==> src/rtl/s641_misr_compactor_if.sv <==
// Handshake/bus bundle between the s641 test harness and the MISR response compactor.
// The harness drives the master side; the compactor implements the slave side.
interface s641_misr_compactor_if #(
    parameter int WIDTH = 24,
    parameter int CNT_W = 16
);
    logic             START;
    logic [CNT_W-1:0] LEN;
    logic [WIDTH-1:0] D;
    logic             D_VALID;
    logic [WIDTH-1:0] EXP_SIG;
    logic             BUSY;
    logic             DONE;
    logic             PASS;
    logic [WIDTH-1:0] SIG;

    modport master (
        output START, LEN, D, D_VALID, EXP_SIG,
        input  BUSY, DONE, PASS, SIG
    );

    modport slave (
        input  START, LEN, D, D_VALID, EXP_SIG,
        output BUSY, DONE, PASS, SIG
    );
endinterface

==> src/rtl/s641_misr_compactor.sv <==
// Folds the 24 s641 primary outputs into a 24-bit MISR over LEN valid samples,
// then holds the final signature and its compare against EXP_SIG until the next START.
module s641_misr_compactor #(
    parameter int               WIDTH = 24,
    parameter int               CNT_W = 16,
    parameter logic [WIDTH-1:0] SEED  = 24'h000001
) (
    input  logic                  CK,
    input  logic                  RN,
    s641_misr_compactor_if.slave  bus
);

    typedef enum logic [1:0] {
        ST_IDLE = 2'd0,
        ST_RUN  = 2'd1,
        ST_DONE = 2'd2
    } state_t;

    state_t           state_q, state_d;
    logic [WIDTH-1:0] sig_q, sig_d;
    logic [CNT_W-1:0] cnt_q, cnt_d;
    logic             pass_q, pass_d;
    logic [WIDTH-1:0] sig_nxt;

    // Polynomial x^24+x^23+x^22+x^17+1: taps at bits 23, 22, 21 and 16.
    function automatic logic [WIDTH-1:0] misr_step(input logic [WIDTH-1:0] s,
                                                   input logic [WIDTH-1:0] d);
        logic fb;
        fb = s[23] ^ s[22] ^ s[21] ^ s[16];
        return {s[WIDTH-2:0], fb} ^ d;
    endfunction

    always_ff @(posedge CK or negedge RN) begin
        if (!RN) begin
            state_q <= ST_IDLE;
            sig_q   <= '0;
            cnt_q   <= '0;
            pass_q  <= 1'b0;
        end else begin
            state_q <= state_d;
            sig_q   <= sig_d;
            cnt_q   <= cnt_d;
            pass_q  <= pass_d;
        end
    end

    always_comb begin
        state_d = state_q;
        sig_d   = sig_q;
        cnt_d   = cnt_q;
        pass_d  = pass_q;
        sig_nxt = misr_step(sig_q, bus.D);

        case (state_q)
            ST_IDLE, ST_DONE: begin
                // DONE restarts exactly like IDLE; D_VALID has no effect here.
                if (bus.START) begin
                    sig_d = SEED;
                    cnt_d = bus.LEN;
                    if (bus.LEN != '0) begin
                        state_d = ST_RUN;
                        pass_d  = 1'b0;
                    end else begin
                        state_d = ST_DONE;
                        pass_d  = (SEED == bus.EXP_SIG);
                    end
                end
            end
            ST_RUN: begin
                if (bus.D_VALID) begin
                    sig_d = sig_nxt;
                    cnt_d = cnt_q - CNT_W'(1);
                    if (cnt_q == CNT_W'(1)) begin
                        state_d = ST_DONE;
                        pass_d  = (sig_nxt == bus.EXP_SIG);
                    end
                end
            end
            default: begin
                state_d = ST_IDLE;
                pass_d  = 1'b0;
            end
        endcase
    end

    assign bus.BUSY = (state_q == ST_RUN);
    assign bus.DONE = (state_q == ST_DONE);
    assign bus.PASS = pass_q & (state_q == ST_DONE);
    assign bus.SIG  = sig_q;

endmodule
==> src/flat_wrapper.sv <==
// flat-port wrapper written by rule: the top's interface ports become plain ports
module s641_misr_compactor_flat 
#(
    parameter int               WIDTH = 24,
    parameter int               CNT_W = 16,
    parameter logic [WIDTH-1:0] SEED  = 24'h000001
)
  (CK, RN, bus_START, bus_LEN, bus_D, bus_D_VALID, bus_EXP_SIG, bus_BUSY, bus_DONE, bus_PASS, bus_SIG);
  s641_misr_compactor_if #(.WIDTH(WIDTH), .CNT_W(CNT_W)) bus_i ();
  input  logic CK;
  input  logic RN;
  input wire logic [$bits(bus_i.START)-1:0] bus_START;
  input wire logic [$bits(bus_i.LEN)-1:0] bus_LEN;
  input wire logic [$bits(bus_i.D)-1:0] bus_D;
  input wire logic [$bits(bus_i.D_VALID)-1:0] bus_D_VALID;
  input wire logic [$bits(bus_i.EXP_SIG)-1:0] bus_EXP_SIG;
  output wire logic [$bits(bus_i.BUSY)-1:0] bus_BUSY;
  output wire logic [$bits(bus_i.DONE)-1:0] bus_DONE;
  output wire logic [$bits(bus_i.PASS)-1:0] bus_PASS;
  output wire logic [$bits(bus_i.SIG)-1:0] bus_SIG;
  assign bus_i.START = bus_START;
  assign bus_i.LEN = bus_LEN;
  assign bus_i.D = bus_D;
  assign bus_i.D_VALID = bus_D_VALID;
  assign bus_i.EXP_SIG = bus_EXP_SIG;
  assign bus_BUSY = bus_i.BUSY;
  assign bus_DONE = bus_i.DONE;
  assign bus_PASS = bus_i.PASS;
  assign bus_SIG = bus_i.SIG;
  s641_misr_compactor #(.WIDTH(WIDTH), .CNT_W(CNT_W), .SEED(SEED)) u_core (.CK(CK), .RN(RN), .bus(bus_i));
endmodule
==> config.mk <==
export PLATFORM = sky130hd
export DESIGN_NAME = s641_misr_compactor_flat
export DESIGN_NICKNAME = d
export VERILOG_FILES = /design/src/rtl/s641_misr_compactor_if.sv /design/src/rtl/s641_misr_compactor.sv /design/src/flat_wrapper.sv
export SDC_FILE = /design/constraint.sdc
export NUM_CORES = 1
export LEC_CHECK = 0
export BUFFER_PORTS_ARGS = -buffer_cell sky130_fd_sc_hd__buf_2
export CAP_MARGIN = 30
export CORE_ASPECT_RATIO = 0.6
export CORE_MARGIN = 1.5
export CORE_UTILIZATION = 40
export DETAILED_ROUTE_END_ITERATION = 8
export PLACE_DENSITY_LB_ADDON = 0.15
export SYNTH_ARGS = -nofsm -noshare
export SYNTH_HDL_FRONTEND = slang
export SYNTH_SLANG_ARGS = --single-unit
export TNS_END_PERCENT = 10
==> constraint.sdc <==
create_clock -name CK -period 3.6 [get_ports CK]
set_input_delay 0.36 -clock CK [delete_from_list [all_inputs] [get_ports CK]]
set_output_delay 0.36 -clock CK [all_outputs]
set_load 0.05 [all_outputs]
==> reports/qor.yml, run 1 <==
status: "completed"
finalHoldViolations: 0
avgRoutedWirePerCell_um: 17.5
slowest_delay_ns: 0.71
gr-usage-met1: 0.360
arrival_ns: 2.60
gp_congestion: 0.854
routed_wl_um: 8210
critical_path.cell_chain: "nand2b_1 > inv_1 > nand2_1 > buf_4 > nor4_1 > a41o_1 > mux2_2"
synth_area_um2: 2840
die_area_um2: 7620
rsz0062_at_grt: "no"
grt_overflow_total: 0
cts_tree: "built"
grt_max_degree: 31
setup_viol: 0
dr.pass1.iters: 4
antenna_found_initial: 0
grt_pass1_vias: 2377
clock_path_buffers: 2
synth_flop_cell: "dfrtp_1"
grt_use_total: 0.224
hold_path.class: "in -> reg"
start_util: 0.419
coreArea_um2: 6760
rows: 23
syn_area_per_cell_um2: 9.81
drive_gt1_frac: 0.295
finalCriticalPeriod_ns: 2.38
power_uw: 3480
busiest_layer: "met1"
synthArstFlopShare: 1.00
tightest_slew_ns: 0.647
post-dp-hpwl_um: 6550
synth_enable_flop_cells: 0
cts.sinks: 43
hold_start: "bus_LEN[0]"
slew_headroom: 0.569
clockRootBuffer: "clkbuf_16"
syn_inst: 289
drc: 0
startpoint_type: "flip-flop"
die_width_um: 112
cp-end-kind: "flip-flop"
io_buffers: 94
fin_crit_sh: 0.662
htree_levels: 2
required_ns: 3.82
final_max_slew_viol_count: 0
r2r_start: "u_core.state_q[0]$_DFFE_PN0P_"
cts_buffers: 5
cp_max_fo: 26
p_per_area_nw_per_um2: 979
max_freq_mhz: 420
maxCapViolCount: 0
drt_iter0_markers: 187
timing.setup.tns_ns: 0
fin_nets: 452
critical_path_class: "reg -> reg"
worst-path-buf-inv: 2
power.leakage_uw: 0.00162
yosysWarnings: 0
synth-seq-cells: 43
dr_total_vias: 2561
drtAntennaViolNets: 0
grt_pass1_wl_um: 13000
syn_nets: 359
critPathSlowestCell: "dfrtp_1"
antenna_cells: 0
ys_seq_area_frac: 0.380
io_pins: 95
clk_pin_slew_worst_paths_ns: 0.06
ys_types: 43
met2_usage: 0.304
cp_top_family: "simple AND/OR/NAND/NOR gates"
die_h_um: 68.2
crit_start: "u_core.state_q[0]$_DFFE_PN0P_"
clk_latency_ns: 0.28
grtUsageMet3: 0.0496
max-vdd-ir-drop_mv: 0.570
finClkSkew_ns: 0.00436
areaGrowthSynthToFinish_pct: 25.2
viasPerCell: 5.45
worst paths after layout:
path	to	slack, ns	cells after the start
min in group asynchronous	u_core.cnt_q[11]$_DFFE_PN0P_	0.53	2
min reg2reg	u_core.bus.SIG[5]$_DFFE_PN0P_	0.53	2
min	u_core.cnt_q[0]$_DFFE_PN0P_	0.36	3
max in group asynchronous	u_core.bus.SIG[8]$_DFFE_PN0P_	2.59	3
max	u_core.pass_q$_DFFE_PN0P_	1.22	7
max reg2reg	u_core.pass_q$_DFFE_PN0P_	1.22	7
placed cells by master (no fill, tap or decap), types with 8 or more instances in the layout:
| master | Yosys | final |
|---|---|---|
| xnor3_1 | 17 | 17 |
| nor2_1 | 12 | 12 |
| nand2_1 | 33 | 33 |
| nand3_1 | 9 | 9 |
| buf_2 | 6 | 94 |
| a21oi_1 | 15 | 15 |
| o21ai_0 | 31 | 31 |
| nor4_1 | 16 | 16 |
| dfrtp_1 | 43 | 43 |
| xnor2_1 | 32 | 32 |
| o22ai_1 | 8 | 8 |
routing by layer:
layer	up-vias	routed length, µm	share of wire
li1	1245	-	-
met3	4	778	0.095
met4	0	37	0.0045
met2	119	3200	0.39
met5	-	0	0
met1	1193	4200	0.51
synth_stat cells, types with 2 or more instances:
library cell	count	area [µm²]
ha_1	2	25.0
o22a_1	2	17.5
or4_1	3	22.5
nand2_1	33	124
nor3_1	5	25.0
xnor3_1	17	383
o221ai_1	2	17.5
o21ai_1	2	10.0
dfrtp_1	43	1080
nor2_1	12	45.0
a21oi_1	15	75.1
nor4_1	16	100
a31oi_1	2	12.5
nand4_1	7	43.8
nand3_1	9	45.0
inv_1	7	26.3
mux2i_1	2	20.0
xnor2_1	32	280
o21ai_0	31	155
o221a_2	2	22.5
o22ai_1	8	50.1
clkbuf_1	7	26.3
nand2b_1	2	12.5
or3_1	3	18.8
buf_2	6	30.0
o21a_1	2	15.0
worst min-delay path, cell delays in order:
cell and delay [ns]:
buf_2 0.11, nand2_1 0.05, o21ai_0 0.07
area by class of cell:
class                           count  area [µm²]
Tap cell                           87         109
Timing Repair Buffer               99         523
Sequential cell                    43        1080
Multi-Input combinational cell    226        1680
Clock inverter                      3        15.0
Inverter                            7        26.3
Clock buffer                        5         125
Fill cell                         630        3210
logic make-up (layout without fill, tap and decap cells):
| family | Yosys count | in the layout | share of synthesized area |
|---|---|---|---|
| adders and majority gates | 2 | 2 | 0.00882 |
| buffers and inverters | 20 | 114 | 0.0291 |
| muxes | 3 | 3 | 0.0110 |
| and+or+nand+nor | 98 | 98 | 0.181 |
| AOI/OAI and AO/OA | 73 | 73 | 0.153 |
| DFF | 43 | 43 | 0.380 |
| xor gates and xnor gates | 50 | 50 | 0.237 |
registers in the layout, indices dropped and copies added, names as in the netlist:
name / flops
u_core.cnt_q: 16
u_core.bus.SIG: 24
u_core.state_q: 2
u_core.pass_q: 1
report_power, final:
group	total, µW	internal, µW	switching [µW]
clock	437	253	184
sequential	1070	721	344
combinational	1970	756	1220
what timing repair did:
| item | CTS | global route |
|---|---|---|
| hold endpoints to repair | 12 | 0 |
| resized for setup | 0 | 0 |
| hold buffers | 1 | 0 |
| setup endpoints to repair | 0 | 0 |
| buffers inserted | 0 | 0 |
through the flow:
step	utilization	setup slack, ns	hold WS (ns)	area [µm²]	cells
floorplan	-	1.34	0.0644	2840	289
global placement	0.500	1.37	0.510	3380	460
detailed placement	0.503	1.29	0.299	3400	461
CTS	0.525	1.26	0.362	3550	470
global route	0.525	1.04	0.377	3550	470
finish	0.525	1.22	0.362	3550	470
Note: power is estimated with default switching activity, not from simulation.
==> run 2, diff against run 1 <==
==> constraint.sdc (replaced) <==
create_clock -name CK -period 2 [get_ports CK]
set_input_delay 0.2 -clock CK [delete_from_list [all_inputs] [get_ports CK]]
set_output_delay 0.2 -clock CK [all_outputs]
set_load 0.05 [all_outputs]
==> run 2 against run 1 <==
  * Die area unchanged
  * Global-route usage grew 0.59 points
  * Critical path depth shrank 2
  * Cell area rose by 6.6%
  * Maximum frequency rose by 23%
  * Cell count rose by 3.8%
  * Setup slack lost 1.2 ns
  * Sequential share of layout area fell by 1.9 points
  * Combinational power rose by 100%
  * Core utilization rose by 3.5 points
  * Critical endpoint unchanged
  * Register-to-register slack worse by 1.2 ns
==> reports/qor.yml, run 2 (synthesized netlist as in run 1, its figures left out) <==
post-dp-hpwl_um: 6790
dr_total_vias: 2653
arrival_ns: 2.11
grt_max_degree: 26
dpl.cell_count: 479
die_h_um: 68.2
clk_pin_slew_worst_paths_ns: 0.07
grt_use_total: 0.230
rows: 23
max_freq_mhz: 515
cp-end-kind: "flip-flop"
wl_met1_um: 4500
dp_slack_ns: -0.0254
power.leakage_uw: 0.00175
clk_latency_ns: 0.29
finClkSkew_ns: 0.00681
areaGrowthSynthToFinish_pct: 33.5
whs_ns: 0.191
largest_reg_flops: 24
routed_wl_um: 8560
route.met2.wl_um: 3220
drtAntennaViolNets: 0
clockRootBuffer: "clkbuf_16"
cp_max_fo: 3
start_util: 0.419
antenna_found_initial: 1
finalCriticalPeriod_ns: 1.94
finalHoldViolations: 0
dr.pass1.iters: 4
drive_gt1_frac: 0.337
grt_pass1_wl_um: 13200
io_pins: 95
status: "completed"
fill_cells: 601
maxCapViolCount: 0
top_layer_used: "met5"
fin_crit_sh: 0.971
tightest_slew_ns: 0.539
final_common_cell: "buf_2"
required_ns: 2.17
wl_met3_um: 789
clock_path_buffers: 2
viasPerCell: 5.44
layout_common_cells: "94 x buf_2, 43 x dfrtp_1, 33 x nand2_1, 32 x xnor2_1, 31 x o21ai_0"
htree_levels: 2
startpoint_type: "flip-flop"
drc: 0
avgRoutedWirePerCell_um: 17.5
die_area_um2: 7620
drt_iter0_markers: 168
io_buffers: 94
die_width_um: 112
hold_path.class: "in -> reg"
p_per_area_nw_per_um2: 1820
cts_buffers: 5
antenna_cells: 0
fin_cells: 488
max-vdd-ir-drop_mv: 1.02
setup_viol: 0
coreArea_um2: 6760
rsz0062_at_grt: "yes"
grt_pass1_vias: 2363
cts_tree: "built"
critical_path_class: "reg -> reg"
final_max_slew_viol_count: 0
fin_nets: 470
grt_overflow_total: 0
layout_setup_ws_ns: 0.0587
gp_congestion: 0.877
cts.sinks: 43
slew_headroom: 0.637
[run 2: cell types whose count changed in the layout (fill, tap and decap cells not counted), moves of 2 or more]
| cell | delta |
|---|---|
| buf_12 | +2 |
| buf_4 | +16 |
| bufinv_16 | +2 |
| clkinv_2 | -3 |
| or4_1 | -2 |
| or4_4 | +2 |
[run 2: metrics by stage]
step,utilization,total power (µW),setup TNS (ns),area [µm²]
after floorplan,-,4520,-0.00125,2840
after global placement,0.527,5710,-0.00409,3560
after detailed placement,0.527,5760,-0.0357,3560
after CTS,0.557,6870,0,3770
after global routing,0.560,7320,-0.0973,3790
final,0.560,6900,0,3790
[run 2: what timing repair did]
item                                    CTS  global route
buffers inserted                          0             0
pin swaps                                 0             2
endpoints found under the setup margin    4             6
hold buffers                              1             0
endpoints found under the hold margin    18             0
resized for setup                         1             3
[run 2: final timing paths]
check / start / to / slack [ns] / depth (start not counted)
max in group asynchronous: RN / u_core.bus.SIG[18]$_DFFE_PN0P_ / 1.09 / 3
setup / recovery: u_core.cnt_q[10]$_DFFE_PN0P_ / u_core.pass_q$_DFFE_PN0P_ / 0.06 / 5
min in group asynchronous: RN / u_core.cnt_q[7]$_DFFE_PN0P_ / 0.41 / 2
setup reg to reg: u_core.cnt_q[10]$_DFFE_PN0P_ / u_core.pass_q$_DFFE_PN0P_ / 0.06 / 5
hold / removal: bus_LEN[0] / u_core.cnt_q[0]$_DFFE_PN0P_ / 0.19 / 3
hold reg to reg: u_core.pass_q$_DFFE_PN0P_ / u_core.pass_q$_DFFE_PN0P_ / 0.53 / 1
[run 2: layer usage]
metal,GRT usage,up-vias
li1,-,1289
met1,0.384,1254
met2,0.289,102
met3,0.0531,6
met4,0.0380,2
met5,0,-
[run 2: layout make-up]
| cell class | instances | area (µm²) | share of cell area |
|---|---|---|---|
| clock inverters | 3 | 67.6 | 0.0178 |
| clock buffers | 5 | 125 | 0.0330 |
| repair buffers | 117 | 683 | 0.180 |
| multi-input cells | 226 | 1700 | 0.449 |
| flip-flops and latches | 43 | 1080 | 0.284 |
| inverters | 7 | 26.3 | 0.00694 |
| well taps | 87 | 109 | 0.0288 |
[run 2: power by group]
part / internal (µW) / switching (µW) / leakage, µW
combinational: 1610 / 2390 / 0.00112
sequential: 1300 / 531 / 0.000533
clock: 716 / 357 / 0.0000900
[run 2: critical path: stages, from the launching register on]
cell and delay, ns:
dfrtp_1 0.38, or4_4 0.57, nor4_4 0.27, a31oi_2 0.14, nor2_1 0.12, mux2_2 0.34
==> run 3, diff against run 2 <==
--- a/config.mk
+++ b/config.mk
@@ -10,6 +10,7 @@
 export CORE_ASPECT_RATIO = 0.6
 export CORE_MARGIN = 1.5
 export CORE_UTILIZATION = 40
+export CTS_CLUSTER_DIAMETER = 200
 export DETAILED_ROUTE_END_ITERATION = 8
 export PLACE_DENSITY_LB_ADDON = 0.15
 export SYNTH_ARGS = -nofsm -noshare
==> constraint.sdc (replaced) <==
create_clock -name CK -period 2 [get_ports CK]
set_input_delay 0.3 -clock CK [delete_from_list [all_inputs] [get_ports CK]]
set_output_delay 0.3 -clock CK [all_outputs]
set_load 0.05 [all_outputs]
==> run 3 against run 2 <==
  * The flow now finishes with violations (negative hold slack)
  * Setup slack lost 0.023 ns
  * Core utilization shrank 0.81 points
  * Sequential power is essentially flat
  * Largest cell class unchanged
  * Largest power group unchanged
==> reports/qor.yml, run 3 (synthesized netlist as in run 1, its figures left out) <==
htree_levels: 2
max_freq_mhz: 509
cts.sinks: 43
post-dp-hpwl_um: 6880
p_int_uw: 3380
io_buffers: 94
grt_overflow_total: 0
drt_iter0_markers: 191
arrival_ns: 2.13
power.leakage_uw: 0.00172
drc: 0
ff2ff_setup_slack_ns: 0.04
clk_pin_slew_worst_paths_ns: 0.07
critPathSlowestCell: "or4_1"
finClkSkew_ns: 0.00503
dr.pass1.iters: 4
p_per_area_nw_per_um2: 1790
largest_reg_flops: 24
cts_buffers: 5
final-seq-area_um2: 1080
antenna_found_initial: 0
rsz0062_at_grt: "yes"
clock_path_buffers: 2
sw_frac_of_total: 0.494
areaGrowthSynthToFinish_pct: 31.6
dpl.cell_count: 480
maxCapViolCount: 0
routed_wl_um: 8720
r2r_start: "u_core.cnt_q[10]$_DFFE_PN0P_"
status: "finished, violations left"
finalHoldViolations: 17
combPwrFrac: 0.599
fin_nets: 470
rows: 23
layout_common_cells: "94 x buf_2, 43 x dfrtp_1, 33 x nand2_1, 32 x xnor2_1, 31 x o21ai_0"
io_pins: 95
grt_pass1_wl_um: 13400
required_ns: 2.17
clockRootBuffer: "clkbuf_16"
grt_use_total: 0.237
startpoint_type: "flip-flop"
avgRoutedWirePerCell_um: 17.9
drive_gt1_frac: 0.337
slowest_delay_ns: 0.62
cp_top_family: "simple AND/OR/NAND/NOR gates"
grt_pass1_vias: 2488
slew_headroom: 0.621
dp_slack_ns: -0.0230
cts_setup_buffers: 0
multi_input_area_um2: 1690
fin_cells: 488
timing.setup.tns_ns: 0
p_sw_uw: 3300
clkPwrFrac: 0.127
fill_cells: 602
cp_max_fo: 3
gp_congestion: 0.885
cts_tree: "built"
final_common_cell: "buf_2"
fin_crit_sh: 0.982
start_util: 0.419
worst-r2r-cell-count: 6
die_width_um: 112
r2r_end: "u_core.cnt_q[15]$_DFFE_PN0P_"
clk_latency_ns: 0.29
grt_max_degree: 26
whs_ns: -0.00775
cts_hold_buf: 0
viasPerCell: 5.48
antenna_cells: 0
layout_setup_ws_ns: 0.0360
critical_path.cell_chain: "or4_1 > nor4_1 > buf_4 > nand2_1 > mux2i_1 > a21oi_1"
finalCriticalPeriod_ns: 1.96
setup_viol: 0
die_area_um2: 7620
drtAntennaViolNets: 0
max-vdd-ir-drop_mv: 1.16
critical_path_class: "reg -> reg"
cp-end-kind: "flip-flop"
worst-path-buf-inv: 1
dr_total_vias: 2672
tightest_slew_ns: 0.564
p_seq_frac: 0.274
failed_checks: "negative hold slack"
die_h_um: 68.2
coreArea_um2: 6760
final_max_slew_viol_count: 0
hold_path.class: "in -> async"
ctsResizeCount: 1
==> run 3: per-stage QoR <==
step | total power (µW) | utilization | area, µm² | hold slack [ns]
6_report | 6670 | 0.552 | 3730 | -0.00775
5_1_grt | 7080 | 0.552 | 3730 | 0.0382
4_1_cts | 6650 | 0.551 | 3720 | 0.0118
3_5_place_dp | 5780 | 0.528 | 3570 | 0.324
3_3_place_gp | 5710 | 0.528 | 3570 | 0.316
2_1_floorplan | 4520 | - | 2840 | 0.00441
==> run 3: area by class of cell <==
cell class	count	share of cell area
clock buffer	5	0.0335
clock inverter	3	0.00671
inverter	7	0.00704
multi-input combinational	226	0.453
sequential	43	0.288
tap	87	0.0292
timing repair buffer	117	0.182
==> run 3: how the worst max path moves through the flow <==
stage                                        start  cells past startpoint                           end  slack [ns]
floorplan           u_core.bus.SIG[22]$_DFFE_PN0P_                      5     u_core.pass_q$_DFFE_PN0P_      -0.001
global placement       u_core.cnt_q[5]$_DFFE_PN0P_                      6  u_core.cnt_q[15]$_DFFE_PN0P_       -0.01
detailed placement     u_core.cnt_q[4]$_DFFE_PN0P_                      5   u_core.cnt_q[9]$_DFFE_PN0P_       -0.02
CTS                   u_core.cnt_q[10]$_DFFE_PN0P_                      6  u_core.cnt_q[15]$_DFFE_PN0P_        0.04
global route          u_core.cnt_q[10]$_DFFE_PN0P_                      6  u_core.cnt_q[15]$_DFFE_PN0P_       -0.03
finish                u_core.cnt_q[10]$_DFFE_PN0P_                      6  u_core.cnt_q[15]$_DFFE_PN0P_        0.04
==> run 3: layer usage <==
layer,wire [µm],vias to the layer above,GRT usage
met1,4560,1271,0.378
met5,0,-,0
met4,57,0,0.0538
li1,-,1287,-
met2,3280,109,0.313
met3,823,5,0.0602
==> run 3: power groups by stage <==
stage	combinational [µW]	clock (µW)	sequential, µW
CTS	3980	853	1810
detailed placement	3960	0	1820
floorplan	1960	0	2560
global route	4290	893	1900
finish	4000	849	1830
global placement	3900	0	1800
